## config.mk

```make
export PLATFORM = sky130hd
export DESIGN_NAME = time_keeper
export DESIGN_NICKNAME = d
export VERILOG_FILES = /design/src/rtl/clock_pkg.sv /design/src/rtl/bcd_counter.sv /design/src/rtl/time_keeper.sv
export SDC_FILE = /design/constraint.sdc
export NUM_CORES = 1
export LEC_CHECK = 0
export BUFFER_PORTS_ARGS = -buffer_cell sky130_fd_sc_hd__buf_2
export CAP_MARGIN = 0
export CORE_MARGIN = 2
export CORE_UTILIZATION = 42
export DETAILED_ROUTE_END_ITERATION = 10
export PLACE_DENSITY_LB_ADDON = 0.3
export SYNTH_ARGS = -nofsm -noshare
export SYNTH_HDL_FRONTEND = slang
export SYNTH_SLANG_ARGS = --single-unit
```

## constraint.sdc

```tcl
create_clock -name clk -period 6.2 [get_ports clk]
set_input_delay 0.62 -clock clk [delete_from_list [all_inputs] [get_ports clk]]
set_output_delay 0.62 -clock clk [all_outputs]
set_load 0.01 [all_outputs]
```

## src/rtl/clock_pkg.sv

```systemverilog
// clock_pkg -- shared constants and helpers for the time-of-day keeper.
//   SEC_MAX / MIN_MAX / HR_MAX : largest legal packed-BCD value per field
//   set_field_e                : encoding of the set_field request port
//   bcd_in_range()             : true when a packed-BCD byte has legal digits
//                                and does not exceed the given field maximum
package clock_pkg;

  localparam logic [7:0] SEC_MAX = 8'h59;
  localparam logic [7:0] MIN_MAX = 8'h59;
  localparam logic [7:0] HR_MAX  = 8'h23;

  typedef enum logic [1:0] {
    FIELD_SEC  = 2'd0,
    FIELD_MIN  = 2'd1,
    FIELD_HR   = 2'd2,
    FIELD_RSVD = 2'd3
  } set_field_e;

  // With both digits legal, packed BCD orders the same as its numeric
  // value, so a plain unsigned compare against the maximum is enough.
  function automatic logic bcd_in_range(input logic [7:0] value,
                                        input logic [7:0] max);
    return (value[7:4] <= 4'd9) && (value[3:0] <= 4'd9) && (value <= max);
  endfunction

endpackage

```

## src/rtl/bcd_counter.sv

```systemverilog
// bcd_counter -- two-digit packed-BCD counter, 00..MAX, with parallel load.
//   clk        : system clock
//   reset      : asynchronous active-low reset, clears the count to 00
//   inc        : advance by one this cycle (wraps MAX -> 00)
//   load       : overwrite with load_value; wins over inc
//   load_value : packed-BCD value to load
//   value      : current count, packed BCD
//   carry_out  : combinational, high when this cycle's inc wraps the count;
//                a load suppresses it so nothing ripples out of a loaded field
module bcd_counter #(
  parameter logic [7:0] MAX = 8'h59
) (
  input  logic       clk,
  input  logic       reset,
  input  logic       inc,
  input  logic       load,
  input  logic [7:0] load_value,
  output logic [7:0] value,
  output logic       carry_out
);

  logic [7:0] value_q;
  logic [7:0] value_d;
  logic       at_max;

  assign at_max = (value_q == MAX);

  always_comb begin
    value_d = value_q;
    if (load) begin
      value_d = load_value;
    end else if (inc) begin
      if (at_max) begin
        value_d = 8'h00;
      end else if (value_q[3:0] == 4'd9) begin
        value_d = {value_q[7:4] + 4'd1, 4'd0};
      end else begin
        value_d = {value_q[7:4], value_q[3:0] + 4'd1};
      end
    end
  end

  always_ff @(posedge clk or negedge reset) begin
    if (!reset) begin
      value_q <= 8'h00;
    end else begin
      value_q <= value_d;
    end
  end

  assign value     = value_q;
  assign carry_out = inc & ~load & at_max;

endmodule

```

## src/rtl/time_keeper.sv

```systemverilog
// time_keeper -- BCD hours:minutes:seconds keeper driven by an external 1 Hz
// square wave, with a single-field time-set port.
//   clk          : 50 MHz system clock, all state on its rising edge
//   reset        : asynchronous active-low reset
//   sec_clk      : 1 Hz square wave, asynchronous to clk
//   pause        : high drops second ticks (they are not queued)
//   set_valid    : time-set request
//   set_field    : 0 seconds, 1 minutes, 2 hours, 3 reserved
//   set_value    : packed-BCD value for the selected field
//   set_ready    : low only in the cycle after an accepted request
//   set_err      : one-cycle pulse when an accepted request is rejected
//   seconds_bcd / minutes_bcd / hours_bcd : current time, packed BCD
//   sec_pulse    : one-cycle pulse per applied second tick
module time_keeper
  import clock_pkg::*;
(
  input  logic       clk,
  input  logic       reset,
  input  logic       sec_clk,
  input  logic       pause,
  input  logic       set_valid,
  input  logic [1:0] set_field,
  input  logic [7:0] set_value,
  output logic       set_ready,
  output logic       set_err,
  output logic [7:0] seconds_bcd,
  output logic [7:0] minutes_bcd,
  output logic [7:0] hours_bcd,
  output logic       sec_pulse
);

  logic       s1_q, s2_q, s3_q;
  logic       tick;
  logic       set_ready_q, set_err_q, sec_pulse_q;
  logic       accept, set_ok;
  logic       load_sec, load_min, load_hr;
  logic [7:0] field_max;
  logic       sec_carry, min_carry, hr_carry_unused;
  set_field_e field;

  // Two-flop synchroniser plus a history flop for rising-edge detection.
  // s3 resets to 0 so a sec_clk already high at reset release still
  // produces exactly one tick.
  always_ff @(posedge clk or negedge reset) begin
    if (!reset) begin
      s1_q <= 1'b0;
      s2_q <= 1'b0;
      s3_q <= 1'b0;
    end else begin
      s1_q <= sec_clk;
      s2_q <= s1_q;
      s3_q <= s2_q;
    end
  end

  assign tick = s2_q & ~s3_q & ~pause;

  assign field  = set_field_e'(set_field);
  assign accept = set_valid & set_ready_q;

  always_comb begin
    field_max = SEC_MAX;
    case (field)
      FIELD_MIN: field_max = MIN_MAX;
      FIELD_HR:  field_max = HR_MAX;
      default:   field_max = SEC_MAX;
    endcase
  end

  assign set_ok   = accept & (field != FIELD_RSVD) & bcd_in_range(set_value, field_max);
  assign load_sec = set_ok & (field == FIELD_SEC);
  assign load_min = set_ok & (field == FIELD_MIN);
  assign load_hr  = set_ok & (field == FIELD_HR);

  // Carries ripple combinationally so 23:59:59 -> 00:00:00 in one tick; a
  // loaded field swallows any incoming carry and emits none.
  bcd_counter #(.MAX(SEC_MAX)) u_sec (
    .clk        (clk),
    .reset      (reset),
    .inc        (tick),
    .load       (load_sec),
    .load_value (set_value),
    .value      (seconds_bcd),
    .carry_out  (sec_carry)
  );

  bcd_counter #(.MAX(MIN_MAX)) u_min (
    .clk        (clk),
    .reset      (reset),
    .inc        (sec_carry),
    .load       (load_min),
    .load_value (set_value),
    .value      (minutes_bcd),
    .carry_out  (min_carry)
  );

  // Day rollover has no consumer.
  bcd_counter #(.MAX(HR_MAX)) u_hr (
    .clk        (clk),
    .reset      (reset),
    .inc        (min_carry),
    .load       (load_hr),
    .load_value (set_value),
    .value      (hours_bcd),
    .carry_out  (hr_carry_unused)
  );

  always_ff @(posedge clk or negedge reset) begin
    if (!reset) begin
      set_ready_q <= 1'b0;
      set_err_q   <= 1'b0;
      sec_pulse_q <= 1'b0;
    end else begin
      set_ready_q <= ~accept;
      set_err_q   <= accept & ~set_ok;
      sec_pulse_q <= tick;
    end
  end

  assign set_ready = set_ready_q;
  assign set_err   = set_err_q;
  assign sec_pulse = sec_pulse_q;

endmodule

```

# ---- Yosys cells after proc, flatten, opt, wreduce, memory -nomap -nowiden
# Index checks and enable logic that the tools add are counted.
dict set report totals {
  in_bits 15
  wordCells 74
  register_bits 30
  out_inout_bits 27
}
dict set report classes {
  magnitude_cmp 3
  mux 13
  reduce_logical 12
  n_bitwise 19
  n_eq_ne 9
  n_addsub 6
}
# op count
set ops {}
lappend ops {{$mux 8} 12}
lappend ops {{$add 4x1->4 const B} 6}
lappend ops {{$eq 8x7->1 const B} 2}
lappend ops {{$and 1x1->1} 13}
lappend ops {{$eq 4x4->1 const B} 3}
lappend ops {{$reduce_bool 3->1} 3}
lappend ops {{$eq 8x6->1 const B} 1}
lappend ops {{$le 4x4->1 const B} 2}
lappend ops {{$le 8x7->1} 1}
lappend ops {{$mux 7} 1}
lappend ops {{$not 1->1} 6}
lappend ops {{$reduce_and 2->1} 3}
lappend ops {{$reduce_bool 2->1} 3}
lappend ops {{$eq 2x1->1 const B} 1}
lappend ops {{$eq 2x2->1 const B} 1}
lappend ops {{$logic_and 1x1->1} 2}
lappend ops {{$logic_not 2->1} 1}
lappend ops {{$ne 2x2->1 const B} 1}

# ---- Depth between registers and ports, before layout
dict set report depth {
  ltp_word 13
  ltp_mapped 12
  depth_no_buf 9
}

# ---- Hierarchy
# Synthesis repeated with hierarchy kept, for this count alone.
dict set report unflattened {
  hier_cells 218
  area_unflattened_um2 2110.8
}
# mod instances area_per_inst_um2 cells_per_inst
set by_module_without_submodules {}
lappend by_module_without_submodules {{bcd_counter (u_sec)} 1 579.3 62}
lappend by_module_without_submodules {{bcd_counter (u_min)} 1 575.6 63}
lappend by_module_without_submodules {{bcd_counter (u_hr)} 1 566.8 60}
lappend by_module_without_submodules {time_keeper 1 389.1 33}

# ---- Worst setup path after synthesis
# Ideal clock, no wire load.
dict set report synth_timing {
  path_type {input to register}
  startpoint {input set_field[1]}
  endpoint {register u_sec.value_q[0], in the netlist u_sec.value[0]}
  path_buffers 1
  setup_ps 125
  cell_stages 8
  t_arrival_ps 2495
  required_time_ps 6075
  setup_slack_ps 3580
  path_cell_list {buf_4 nand2b_2 ha_1 a21o_1 a211oi_1 o221ai_2 nor3_1 mux2_2}
}
dict set report synth_via {
  elab_chain_len 7
}
# element line_no
set synth_rtl {}
lappend synth_rtl {{start: declaration} time_keeper.sv:22} ;# input logic [1:0] set_field,
lappend synth_rtl {{$eq 2x2->1} time_keeper.sv:63} ;# case (field)
lappend synth_rtl {{$mux 7} time_keeper.sv:63}
lappend synth_rtl {{$le 8x7->1} clock_pkg.sv:23} ;# return (value[7:4] <= 4'd9) && (value[3:0] <= 4'd9) && (value <= max);
lappend synth_rtl {{$logic_and 1x1->1} clock_pkg.sv:23}
lappend synth_rtl {{$and 1x1->1} time_keeper.sv:70} ;# assign set_ok = accept & (field != FIELD_RSVD) & bcd_in_range(set_value, field_max);
lappend synth_rtl {{$and 1x1->1 (*)} time_keeper.sv:71} ;# assign load_sec = set_ok & (field == FIELD_SEC);
lappend synth_rtl {{$mux 8 / $reduce_bool 2->1 (equally long branches)} --}
lappend synth_rtl {{end signal: assignment} bcd_counter.sv:47} ;# value_q <= value_d;
lappend synth_rtl {{end: declaration} bcd_counter.sv:22} ;# logic [7:0] value_q;
# Mark *: on every way between the ends. The rest lies on a longest branch, timed or not.
# A chain may end at the register's enable or synchronous reset.

# ---- Final worst setup path
dict set report layout_timing {
  startpoint {input set_field[0]}
  endpoint {register u_min.value_q[1], in the netlist u_min.value[1]}
}
dict set report layout_via {
  elab_chain_len 10
}
# element line_no
set layout_rtl {}
lappend layout_rtl {{$eq 2x2->1} time_keeper.sv:63}
lappend layout_rtl {{$mux 7} time_keeper.sv:63}
lappend layout_rtl {{$le 8x7->1} clock_pkg.sv:23}
lappend layout_rtl {{$logic_and 1x1->1} clock_pkg.sv:23}
lappend layout_rtl {{$and 1x1->1} time_keeper.sv:70}
lappend layout_rtl {{$and 1x1->1} time_keeper.sv:71}
lappend layout_rtl {{$not 1->1} bcd_counter.sv:52} ;# assign carry_out = inc & ~load & at_max;
lappend layout_rtl {{$and 1x1->1 (2 in series)} bcd_counter.sv:52}
lappend layout_rtl {{$reduce_bool 2->1 (no source line)} --}
lappend layout_rtl {{end signal: assignment} bcd_counter.sv:47}
lappend layout_rtl {{end: declaration} bcd_counter.sv:22}
# Parallel ways exist; a longest one is shown, timed or not.

==> metrics.txt <==
Final WS setup 3.38 ns; initial antenna violation count 0; total power between 0.6 and 0.7 mW; Cell Rows 25; r2r setup slk slightly below 4 ns; fmax 0.354 GHz; IO Count 42; startpoint types primary input; max-slew violations 0; Critical Path Stages 9; worst path bufs/invs 1; mapped cell area 2000 sq um; Post-CTS Setup Bufs 0; post-synth cell types 54; Synth Flop Type dfrtp_1; synthesized flop and latch total 30; Final Hold Vio Count 0; gr ovfl total 0; vias in the first global route about 1700; Least-Margin Pin Slew between 0.7 and 0.8 ns; vias per inst ~5.7; Min-Delay Path Depth 0; DR WL/cell 14.9 um; reg2reg path depth 6; GPL Wtd Cong 0.792; Die Height 73.1 um; crit path time final 2.82 ns; worst vdd ir 191 uV; Detailed Routing Iterations Pass 1 4; Req. time, crit path about 6.4 ns; Setup Skew ~0.0085 ns; RSZ-0062 raised after global routing false; status finished clean; Tcrit/Tclk final 45.5%; final wirelength 4640 um; Starting Density 43.0%; number of antenna repair diodes 0; count of max-cap constraint violations 0; Syn Nets around 250; CP endpoint kind flip-flop; core footprint 4660 sq um; synthesized area per cell ~9.2 sq um; clk sinks 30; fraction of registers with async set/reset 100%; total CTS buffers 5; pin count of the biggest net entering global routing 31; PortBufs just over 40; # DRC 0; fillers 441; pre-CTS setup slack between 3 and 4 ns; Max Buffers Root-to-Sink 2; layout cell share with drive strength beyond 1 23.6%; Cells after DPL between 300 and 400; Area Growth Syn to Fin 15.3%; Leak 1.06 nW; delay-heaviest family, CP simple AND/OR/NAND/NOR gates; register clock-pin slew on the reported worst setup and hold paths about 0.060 ns; Hold Crit Class flip-flop to flip-flop; DR iter-0 viols 66; max incr delay on CP 0.60 ns; CP max FO 21; critical setup path kind primary input to flip-flop; final setup violation count 0; worst-path cell with the longest stage delay nor2_2; WP data arrival 2.97 ns; Post-synth EDFFs 0; Die X 73.1 um; CTS tree yes; final antenna-violating net count 0; Tot GR Track Use 18.9%; first-pass GRT wire length 7860 um; hpwl dp 3380 um; Cells after Synth roughly 220; # nets final 287; Post-CTS Hold Buffers 0; Worst-Skew Late Latency 0.28 ns; PD cells 299 nW/um^2; Seq/Total Area, Yosys 37.5%; setup TNS 0 ns; Hold Slack 0.356 ns; Ys Warns 0; area of the die 5340 sq um; H-tree level count 2; Root Driver clkbuf_8; non-filler cells in the finished layout 312; cells along the critical path buf_2, nand2b_2, ha_1, a21o_1, a211oi_1, o221ai_2, nor2_2, or3_1, o221ai_1; total vias in the final route around 1800; CTS resizes 0; Slew HR 51.4%
-- flip-flops by register name (all words and copies together) (netlist names) --
register / cells
s1_q: 1
s2_q: 1
s3_q: 1
sec_pulse: 1
set_err: 1
set_ready: 1
u_hr.value: 8
u_min.value: 8
u_sec.value: 8
-- cells in the mapped netlist (5+ instances only) --
cell,count,area share (%)
ha_1,15,9.4
mux2i_1,5,2.5
o21ai_0,16,4.0
nand2_1,15,2.8
dfrtp_1,30,37
nor2_1,15,2.8
nand3_1,11,2.7
a21oi_1,13,3.2
nor3_1,6,1.5
inv_1,17,3.2
-- final cells by class --
| cell class | count | area (sq um) | share of cell area, % |
|---|---|---|---|
| clock buffer | 7 | 86.3 | 3.74 |
| clock inverter | 1 | 5.00 | 0.217 |
| inverter | 17 | 63.8 | 2.76 |
| multi-input combinational | 161 | 1120 | 48.7 |
| sequential | 30 | 751 | 32.5 |
| tap | 54 | 67.6 | 2.92 |
| timing repair buffer | 42 | 213 | 9.20 |
-- through the flow --
step | util [%] | instance area, sq um
floorplan | - | 2000
global placement | 47.6 | 2220
detailed placement | 47.6 | 2220
CTS | 49.6 | 2310
global route | 49.6 | 2310
finish | 49.6 | 2310
-- cells in the final DEF (no fill, tap or decap), types with 2 or more instances in the layout --
master,synthesis,layout
a21oi_1,13,13
o22a_1,3,3
nand3_1,11,11
nand4_1,2,2
inv_1,17,17
o21ai_0,16,16
nor2_1,15,15
nor3_1,6,6
mux2_2,2,2
o41ai_1,3,3
and3b_1,2,2
ha_1,15,15
mux2i_1,5,5
or4_1,4,4
a31oi_1,4,4
nand2_1,15,15
o211ai_1,4,4
dfrtp_1,30,30
nand3b_1,2,2
o311ai_0,2,2
or3b_1,2,2
a21boi_0,2,2
or3_1,3,3
or2_2,2,2
clkbuf_8,0,6
a21o_1,2,2
a211oi_1,2,2
buf_2,4,41
-- path summary, 6_finish.rpt --
path,endpoint,from
setup / recovery,u_min.value[1],set_field[0]
hold / removal,s2_q,s1_q
setup reg to reg,u_hr.value[5],s3_q
hold reg to reg,s2_q,s1_q
max in group asynchronous,u_sec.value[1],reset
min in group asynchronous,u_min.value[5],reset
-- layer usage --
metal / GRT usage, % / up-vias / routed length (um)
li1: - / 895 / -
met1: 26.0 / 840 / 2200
met2: 29.2 / 45 / 2140
met3: 4.83 / 7 / 255
met4: 5.76 / 0 / 48
met5: 0 / - / 0
-- power breakdown --
part / internal, mW / switching [mW] / leakage [nW]
combinational: 0.104 / 0.122 / 0.639
sequential: 0.241 / 0.0616 / 0.368
clock: 0.0894 / 0.0728 / 0.0482
total: 0.434 / 0.256 / 1.06
-- logic make-up after synthesis --
| group | share of synthesized area, % |
|---|---|
| compound gates | 23.0 |
| fa+ha+maj | 9.36 |
| buf+inv | 6.43 |
| flops | 37.5 |
| mux | 3.62 |
| simple gates | 20.2 |
No activity file was read; power rests on OpenSTA's default activity.
